==> config.mk <==
export PLATFORM = sky130hd
export DESIGN_NAME = oam_dma_ctrl
export DESIGN_NICKNAME = d
export VERILOG_FILES = /design/src/rtl/oam_dma_pkg.sv /design/src/rtl/oam_dma_ctrl.sv
export SDC_FILE = /design/constraint.sdc
export NUM_CORES = 1
export LEC_CHECK = 0
export ABC_CLOCK_PERIOD_IN_PS = 1900
export CAP_MARGIN = 30
export CORE_AREA = 2 2 67 56
export CTS_CLUSTER_DIAMETER = 30
export CTS_CLUSTER_SIZE = 10
export DETAILED_ROUTE_END_ITERATION = 8
export DIE_AREA = 0 0 69 58
export GPL_TIMING_DRIVEN = 0
export PLACE_DENSITY = 0.78
export SLEW_MARGIN = 20
export SYNTH_ARGS = -nofsm -noshare
export SYNTH_HDL_FRONTEND = slang
export SYNTH_SLANG_ARGS = --single-unit
==> constraint.sdc <==
create_clock -name clk -period 1.9 [get_ports clk]
set_input_delay 0.19 -clock clk [delete_from_list [all_inputs] [get_ports clk]]
set_output_delay 0.19 -clock clk [all_outputs]
set_load 0.005 [all_outputs]
==> src/rtl/oam_dma_pkg.sv <==
// Shared types and constants for the $4014 OAM DMA sequencer.
package oam_dma_pkg;

  typedef enum logic [2:0] {
    IDLE  = 3'd0,
    HALT  = 3'd1,
    ALIGN = 3'd2,
    READ  = 3'd3,
    WRITE = 3'd4
  } dma_state_t;

  localparam logic [2:0] PPU_REG_OAMDATA = 3'h4;
  localparam logic       PPU_RW_READ     = 1'b1;
  localparam logic       PPU_RW_WRITE    = 1'b0;
  localparam int         DMA_LEN_DEFAULT = 256;

endpackage

==> src/rtl/oam_dma_ctrl.sv <==
// OAM DMA: copies XFER_LEN bytes from page {dma_page,8'h00} to PPU OAMDATA in 1+align+2*XFER_LEN CPU cycles.
// No backpressure beyond cpu_ce gating; define OAM_DMA_ODD_ALIGN_EN to insert the odd-parity ALIGN cycle.
module oam_dma_ctrl
  import oam_dma_pkg::*;
#(
  parameter int         XFER_LEN    = DMA_LEN_DEFAULT,
  parameter logic [2:0] OAMDATA_REG = PPU_REG_OAMDATA
) (
  input  logic        clk,
  input  logic        rst_n,
  input  logic        cpu_ce,
  input  logic        dma_start,
  input  logic [7:0]  dma_page,
  input  logic [7:0]  mem_rdata,
  output logic [15:0] mem_addr,
  output logic        mem_rd,
  output logic        cpu_stall,
  output logic        ppu_cs_n,
  output logic        ppu_rw,
  output logic [2:0]  ppu_addr,
  output logic [7:0]  ppu_wdata,
  output logic        busy,
  output logic        dma_done
);

  localparam logic [7:0] LAST_IDX = 8'(XFER_LEN - 1);

  dma_state_t state, state_nxt;
  logic [7:0] page, page_nxt;
  logic [7:0] idx, idx_nxt;
  logic [7:0] wdata_q, wdata_nxt;
  logic       done_q, done_nxt;

`ifdef OAM_DMA_ODD_ALIGN_EN
  logic parity;

  // Tracks CPU get/put cycles independently of the transfer.
  always_ff @(posedge clk or negedge rst_n) begin
    if (!rst_n)      parity <= 1'b0;
    else if (cpu_ce) parity <= ~parity;
  end
`endif

  always_ff @(posedge clk or negedge rst_n) begin
    if (!rst_n) begin
      state   <= IDLE;
      page    <= 8'h00;
      idx     <= 8'h00;
      wdata_q <= 8'h00;
      done_q  <= 1'b0;
    end else begin
      state   <= state_nxt;
      page    <= page_nxt;
      idx     <= idx_nxt;
      wdata_q <= wdata_nxt;
      done_q  <= done_nxt;
    end
  end

  always_comb begin
    state_nxt = state;
    page_nxt  = page;
    idx_nxt   = idx;
    wdata_nxt = wdata_q;
    done_nxt  = 1'b0;

    // dma_start is accepted on any clk in IDLE; every later step waits for cpu_ce.
    case (state)
      IDLE: begin
        if (dma_start) begin
          state_nxt = HALT;
          page_nxt  = dma_page;
          idx_nxt   = 8'h00;
        end
      end
      HALT: begin
        if (cpu_ce) begin
`ifdef OAM_DMA_ODD_ALIGN_EN
          state_nxt = parity ? ALIGN : READ;
`else
          state_nxt = READ;
`endif
        end
      end
      ALIGN: begin
        if (cpu_ce) state_nxt = READ;
      end
      READ: begin
        if (cpu_ce) begin
          wdata_nxt = mem_rdata;
          state_nxt = WRITE;
        end
      end
      WRITE: begin
        if (cpu_ce) begin
          idx_nxt = idx + 8'd1;
          if (idx == LAST_IDX) begin
            state_nxt = IDLE;
            done_nxt  = 1'b1;
          end else begin
            state_nxt = READ;
          end
        end
      end
      default: state_nxt = IDLE;
    endcase
  end

  always_comb begin
    mem_addr  = 16'h0000;
    mem_rd    = 1'b0;
    ppu_cs_n  = 1'b1;
    ppu_rw    = PPU_RW_READ;
    ppu_addr  = 3'h0;
    busy      = (state != IDLE);
    cpu_stall = (state != IDLE);
    ppu_wdata = wdata_q;
    dma_done  = done_q;

    if (state == READ) begin
      mem_addr = {page, idx};
      mem_rd   = 1'b1;
    end
    if (state == WRITE) begin
      ppu_cs_n = 1'b0;
      ppu_rw   = PPU_RW_WRITE;
      ppu_addr = OAMDATA_REG;
    end
  end

endmodule
Word-level counts from Yosys, hierarchy flattened
Cells that the tools add are included.

Register bits: 28. Output and inout bits: 33.

$add $sub $neg: 1. Reductions and logical operators: 8. Eq/ne operators: 9. Muxes and demuxes: 16.

Operators with widths (number): two-way mux 16 bit (1); two-way mux 8 bit (2); one-hot mux 8 bit (2 select lines) (1); two-way mux 3 bit (5); one-hot mux 3 bit (4 select lines) (1); adder 8 x 1 -> 8 bit, second input constant (1); == test 8 bit, second input constant (1); == test 3 x 2 -> 1 bit, second input constant (2); inequality test 2 bit, second input constant (3); two-way mux 1 bit (5); AND reduction 2 bit (2); AND reduction 4 bit (1); == test 3 x 1 -> 1 bit, second input constant (1); == test 3 bit, second input constant (1); zero test 3 bit (1); AND reduction 3 bit (1); nonzero test 3 bit (1); two-way mux 2 bit (1); inequality test 2 x 1 -> 1 bit, second input constant (1); nonzero test 2 bit (1); OR reduction 2 bit (1).

Longest topological paths before layout
Gate-level depths: netlist of the first run.

Depth in word-level cells: 4. Depth in mapped cells: 5. Depth with buffers taken out: 4.

Worst setup path before layout of the first run
Ideal clock, no wire load.

Kind: flip-flop to flip-flop. Start: reg state[1]. End: reg idx[6]. Period minus slack after synthesis: 1619 ps. Required time: 1799 ps. Slack: 281 ps. Setup time: 101 ps. Stages on the path, launching flop included: 6. Arrival time: 1518 ps. Cells stage by stage: dfrtp_1 -> buf_6 -> or2_0 -> buf_2 -> or4_4 -> o311ai_2.

Cells in the longest elaborated chain, start to end: 3.

Ends and longest elaborated chain: start: declaration (RTL line oam_dma_ctrl.sv:28) `dma_state_t state, state_nxt;`; start signal: assignment (RTL line oam_dma_ctrl.sv:52) `state <= state_nxt;`; == test 3 bit / zero test 3 bit (equally long branches) (RTL line oam_dma_ctrl.sv:68) `case (state)`; inequality test 2 bit (no line) / nonzero test 2 bit (equally long branches); AND reduction 3 bit (no line); end signal: assignment (RTL line oam_dma_ctrl.sv:54) `idx <= idx_nxt;`; end: declaration (RTL line oam_dma_ctrl.sv:30) `logic [7:0] idx, idx_nxt;`.

Parallel ways exist; a longest one is shown, timed or not. A chain may end at the register's enable or synchronous reset.

Worst setup path after layout of the first run
Start: reg state[1]. End: out mem_rd.

Cells in the longest elaborated chain, start to end: 2.

Ends and longest elaborated chain: == test 3 x 2 -> 1 bit (RTL line oam_dma_ctrl.sv:120) `if (state == READ) begin`; two-way mux 1 bit (RTL line oam_dma_ctrl.sv:120); end: declaration (RTL line oam_dma_ctrl.sv:16) `output logic mem_rd,`.

No other way between the ends.

==> results of run 1 <==
-- metal layers --
metal | up-vias | GRT usage [%] | routed length [um]
met5 | - | 0 | 0
met4 | 0 | 4.20 | 36
met3 | 5 | 4.17 | 196
met2 | 41 | 30.2 | 1570
met1 | 584 | 21.5 | 1390
li1 | 562 | - | -
-- cell families (layout without fill, tap and decap cells) --
family,Yosys count,count (layout)
AO/OA/AOI/OAI,20,20
XOR/XNOR,1,1
adder cells (fa/ha/maj),1,1
buffers and inverters,16,71
flip-flops,28,28
multiplexers,19,19
other,1,2
AND/OR/NAND/NOR,44,44
-- sequential cells by signal, summed over array words and instances (netlist names) --
signal / count
dma_done: 1
idx: 8
state: 3
ppu_wdata: 8
page: 8
-- path summary, 6_finish.rpt --
kind | endpoint | slack, ns
worst max-delay path | mem_rd | 0.07
worst min-delay path | state[2] | 0.32
worst max register to register | page[7] | 0.16
worst min register to register | page[2] | 0.50
max in group asynchronous | state[0] | 1.00
min in group asynchronous | idx[2] | 0.46
-- cell usage after synthesis (2+ instances only) --
| library cell | number |
|---|---|
| or4_1 | 2 |
| o21ai_0 | 8 |
| mux2_2 | 18 |
| buf_2 | 3 |
| and2_1 | 16 |
| clkbuf_1 | 4 |
| inv_1 | 4 |
| o211ai_1 | 2 |
| dfrtp_1 | 28 |
| o22ai_1 | 3 |
| nand3_1 | 3 |
| a21oi_1 | 2 |
| nand2_1 | 9 |
| buf_4 | 4 |
| nor2_1 | 3 |
-- per-stage QoR --
step                cell area [um2]  cells
floorplan                      1430    131
finish                         2050    228
global route                   2050    228
detailed placement             1970    222
global placement               1970    222
CTS                            2030    228
-- worst reg2reg max path, cell delays in order (launching register included) --
cell     delay, ns
dfrtp_1       0.42
buf_4         0.16
nor4b_4       0.38
buf_2         0.31
mux2_2        0.37
-- area by class of cell --
| cell class | count | area (um2) |
|---|---|---|
| plain buffers | 11 | 81.3 |
| clock buffers | 3 | 41.3 |
| fillers | 300 | 1280 |
| inverters | 4 | 15.0 |
| multi-input cells | 87 | 658 |
| flip-flops and latches | 28 | 702 |
| well taps | 42 | 52.6 |
| repair buffers | 53 | 498 |
-- repair_timing --
item                       4_1_cts  5_1_grt
buffers inserted                 3        0
hold endpoints to repair        28        0
gates resized for setup         23        5
setup endpoints to repair       22       10
hold buffers                     1        0
-- power breakdown --
| group | switching (mW) | internal [mW] | total [mW] | leakage [nW] |
|---|---|---|---|---|
| combinational | 0.465 | 0.747 | 1.21 | 0.546 |
| clock | 0.176 | 0.142 | 0.318 | 0.0216 |
| sequential | 0.170 | 0.835 | 1.00 | 0.349 |
==> key figures, run 1 <==
Outcome
  – Status: complete, no violations

Logic synthesis
  – Synth Area in Compound Gates: 9.31%
  – Cells after synthesis: 130
  – Yosys reg bits: 28
  – XOR/XNOR share of the synthesized area: 0.615%
  – Sequential share of the synthesized area: 49.2%
  – Yosys warns: 0
  – Post-synth EDFFs: 0
  – Multiplexer share of the synthesized area: 14.9%
  – Synth area leaders: dfrtp_1, mux2_2, and2_1
  – Cell variety after synth: 36
  – Area of the mapped netlist: 1420 um2
  – Async SR Flop Fraction: 100%
  – Synth Area in Simple Gates: 18.7%
  – Synth area leader: dfrtp_1
  – Area share of fa/ha/maj cells after synthesis: 0.879%
  – Largest family of logic cells by synthesized area: simple AND/OR/NAND/NOR gates
  – Top cell type's share of synthesized area: 49.2%
  – Syn avg cell area: 11.0 um2
  – Commonest register cell after synthesis: dfrtp_1

Setup path
  – Slowest cell on crit path: clkdlybuf4s50_1
  – R2R depth: 4
  – WP data arrival: 1.64 ns
  – Crit path launch: state[1]
  – Reg2reg start: state[2]
  – CP endpoint kind: primary output
  – CP top delay family: buffers and inverters
  – Worst path max stage delay: 0.50 ns
  – WP data required: 1.71 ns
  – Startpoint types: register
  – CP Max Fanout: 10
  – Crit path buf inv count: 3
  – Worst path cell trace: buf_6 > and3b_2 > clkbuf_8 > clkdlybuf4s50_1
  – Setup Crit Path Kind: reg -> out
  – Crit path depth: 4

Layout
  – Commonest non-fill, non-tap cells in the layout: clkdlybuf4s50_1, dfrtp_1, mux2_2
  – Fraction of layout instances using a drive strength above 1: 22.0%
  – ANT cells: 0
  – Final core area utilization: 61.5%
  – Layout overhead on the synthesized area: 43.8%
  – Most common cell after layout, fill and taps aside: clkdlybuf4s50_1
  – Layout Nets: 209

Drt
  – DRT iter0 DRCs: 80
  – Via/cell ratio: 5.23
  – Drt pass-1 iters: 4
  – Vias: 1192
  – Remaining antenna violation count: 0
  – Residual DRC: 0
  – Routed WL: 3180 um
  – Drt wl/cell: 14.0 um

STA
  – Worst setup margin: 0.0661 ns
  – Fmax: 0.545 GHz
  – Fin. max-slew vios: 0
  – Min Hold Slack: 0.318 ns
  – Final min period: 1.83 ns
  – Clock skew: 0.00626 ns
  – Final setup vio count: 0
  – Tcrit/Tclk final: 96.5%
  – RSZ-0062 raised after global routing: yes
  – Rel. slew slack: 58.2%
  – Setup tns final: 0 ns
  – Final hold vios: 0
  – Slew at the pin with the worst max-slew slack: 0.627 ns

Floorplanning
  – Chip width: 69 um
  – Chip Height: 58 um
  – Initial Util: 42.8%
  – Row cnt: 19
  – Ports: 53
  – Core Area: 3330 um2
  – Die footprint: 4000 um2

Worst hold path
  – Hold Path Cell Cnt: 2
  – HP Class: in -> reg
  – Hold wc startpoint: cpu_ce

CTS
  – CTS Buf Count: 3
  – CTS tree: yes
  – Clk sinks: 28
  – CTS root buf: clkbuf_8
  – Reg clk slew, reported paths: 0.09 ns
  – CTS H-tree lvls: 1
  – Longest Clk Path Bufs: 2
  – Worst skew pair latency: 0.27 ns

Placed design
  – IO buf count: 49
  – DP Worst Slack: -0.231 ns
  – RD Place Congestion: 0.844
  – Dpl hpwl: 2340 um

Global route
  – Initial antenna violation count: 0
  – Pin count of the biggest net entering global routing: 29
  – Vias in the first global route: 1241
  – Global-route usage over all layers: 17.1%
  – Grt ovf: 0
  – First-pass GRT wire length: 5530 um

Power
  – Power per cell area: 1240 nW/um2
  – Pleak: 0.917 nW
  – Maximum vdd drop: 0.834 mV
  – Total power: 2.54 mW

Run
  – Max cap viols: 0
No activity file was read; power rests on OpenSTA's default activity.
==> inputs of run 2 (changes only) <==
--- a/config.mk
+++ b/config.mk
@@ -12,7 +12,6 @@
 export CTS_CLUSTER_SIZE = 10
 export DETAILED_ROUTE_END_ITERATION = 8
 export DIE_AREA = 0 0 69 58
-export GPL_TIMING_DRIVEN = 0
 export PLACE_DENSITY = 0.78
 export SLEW_MARGIN = 20
 export SYNTH_ARGS = -nofsm -noshare
==> key figures, run 2 (synthesized netlist as in run 1, its figures left out) <==
Outcome
  – Status: complete, no violations (unchanged)

Layout
  – Fraction of layout instances using a drive strength above 1: 22.6% (was 22.0%)
  – Sequential Area: 703 um2 (was 702 um2)
  – Fill count: 281 (was 300)
  – Area of the multi-input gates: 644 um2 (was 658 um2)
  – Commonest non-fill, non-tap cells in the layout: clkdlybuf4s50_1, dfrtp_1, mux2_2 (unchanged)
  – Final core area utilization: 63.5% (was 61.5%)
  – Layout Cells excl Fill: 228 (unchanged)
  – Layout overhead on the synthesized area: 48.4% (was 43.8%)
  – Layout Nets: 208 (was 209)
  – Most common cell after layout, fill and taps aside: clkdlybuf4s50_1 (unchanged)
  – ANT cells: 0 (unchanged)

Run
  – Max cap viols: 0 (unchanged)

Floorplanning
  – Ports: 53 (unchanged)
  – Die footprint: 4000 um2 (unchanged)
  – Initial Util: 42.8% (unchanged)
  – Core Area: 3330 um2 (unchanged)
  – Chip Height: 58 um (unchanged)
  – Row cnt: 19 (unchanged)
  – Chip width: 69 um (unchanged)

Drt
  – Vias: 1182 (was 1192)
  – Remaining antenna violation count: 0 (unchanged)
  – Residual DRC: 0 (unchanged)
  – DRT iter0 DRCs: 113 (was 80)
  – Via/cell ratio: 5.18 (was 5.23)
  – Drt pass-1 iters: 4 (unchanged)
  – Drt wl/cell: 15.0 um (was 14.0 um)
  – Routed WL: 3420 um (was 3180 um)

Setup path
  – CP endpoint kind: primary output (unchanged)
  – Setup Crit Path Kind: reg -> out (unchanged)
  – WP data arrival: 1.68 ns (was 1.64 ns)
  – Startpoint types: register (unchanged)
  – CP Max Fanout: 6 (was 10)
  – Crit path launch: state[1] (unchanged)
  – Reg2reg start: state[0] (was state[2])
  – WP data required: 1.71 ns (about the same)

Placed design
  – Dpl hpwl: 2420 um (was 2340 um)
  – RD Place Congestion: 0.854 (was 0.844)
  – IO buf count: 50 (was 49)
  – Placed Cells: 218 (was 222)

STA
  – Final hold vios: 0 (unchanged)
  – Clock skew: 0.0114 ns (was 0.00626 ns)
  – Fmax: 0.536 GHz (was 0.545 GHz)
  – Slew at the pin with the worst max-slew slack: 0.496 ns (was 0.627 ns)
  – Fin. max-slew vios: 0 (unchanged)
  – Setup tns final: 0 ns (unchanged)
  – RSZ-0062 raised after global routing: yes (unchanged)
  – Rel. slew slack: 66.0% (was 58.2%)
  – Final min period: 1.87 ns (was 1.83 ns)
  – Final setup vio count: 0 (unchanged)
  – Tcrit/Tclk final: 98.2% (was 96.5%)

CTS
  – Longest Clk Path Bufs: 2 (unchanged)
  – CTS Buf Count: 3 (unchanged)
  – CTS root buf: clkbuf_8 (unchanged)
  – Worst skew pair latency: 0.28 ns (was 0.27 ns)
  – CTS tree: yes (unchanged)
  – Clk sinks: 28 (unchanged)
  – CTS H-tree lvls: 1 (unchanged)
  – Reg clk slew, reported paths: 0.11 ns (was 0.09 ns)

Global route
  – Grt ovf: 0 (unchanged)
  – Pin count of the biggest net entering global routing: 29 (unchanged)
  – Global-route usage over all layers: 16.9% (was 17.1%)
  – First-pass GRT wire length: 5460 um (was 5530 um)
  – Initial antenna violation count: 0 (unchanged)
  – Vias in the first global route: 1174 (was 1241)

Worst hold path
  – HP Class: in -> async (was in -> reg)

Power
  – Pleak: 1.06 nW (was 0.917 nW)
  – Power per cell area: 1300 nW/um2 (was 1240 nW/um2)
  – Maximum vdd drop: 0.897 mV (was 0.834 mV)
  – Total power: 2.74 mW (was 2.54 mW)
run 2: cell count changes in the layout (fill, tap and decap cells not counted), moves of 2 or more:
cell             previous run  this run
dlygate4sd2_1              16         2
clkdlybuf4s50_1            32        34
buf_2                       4         0
clkdlybuf4s15_1             0         3
dlymetal6s2s_1              0        11
buf_4                       8        12
run 2: what timing repair did:
action                     in CTS  in global routing
setup endpoints to repair      16                 12
hold buffers                    0                  0
pin swaps                       0                  1
gates resized for setup         8                 17
cloned                          0                  1
buffers inserted                2                  3
run 2: report_power, final:
| part | switching, mW | internal (mW) | leakage, nW |
|---|---|---|---|
| logic | 0.475 | 0.780 | 0.675 |
| clock network | 0.197 | 0.282 | 0.0357 |
| registers | 0.170 | 0.837 | 0.348 |
run 2: area by class of cell:
type / instances / share of cell area [%]
inverter: 4 / 0.710
clock inverter: 1 / 1.42
clock buffer: 3 / 1.95
multi-input combinational: 87 / 30.5
sequential: 28 / 33.3
timing repair buffer: 63 / 29.7
tap: 42 / 2.49
run 2: worst paths after layout:
kind / end / slack (ns) / depth (start not counted)
min in group clk: page[1] / 0.51 / 1
max: mem_rd / 0.03 / 4
max reg2reg: idx[6] / 0.09 / 4
min reg2reg: page[1] / 0.51 / 1
min: idx[6] / 0.29 / 2
max in group asynchronous: state[0] / 1.33 / 2
run 2: through the flow:
stage / hold WS, ns / setup slack [ns] / instance area [um2]
final: 0.286 / 0.0344 / 2110
after global routing: 0.324 / -0.00283 / 2110
after CTS: 0.299 / 0.00222 / 2050
after detailed placement: 0.489 / 0.190 / 1960
after global placement: 0.482 / 0.213 / 1960
after floorplan: -0.106 / 0.281 / 1430
run 2: layer usage:
metal / part of all wire, % / vias to the layer above / global-route usage [%] / wire length (um)
met4: 0.38 / 0 / 2.24 / 13
li1: - / 557 / - / -
met2: 49 / 48 / 28.8 / 1680
met3: 6.7 / 4 / 5.57 / 228
met5: 0 / - / 0 / 0
met1: 44 / 573 / 21.9 / 1500
run 2: worst max-delay path, cell delays in order, from the launching register on:
cell and delay, ns:
dfrtp_2 0.46, and3b_2 0.23, buf_6 0.13, buf_4 0.12, clkdlybuf4s50_1 0.44
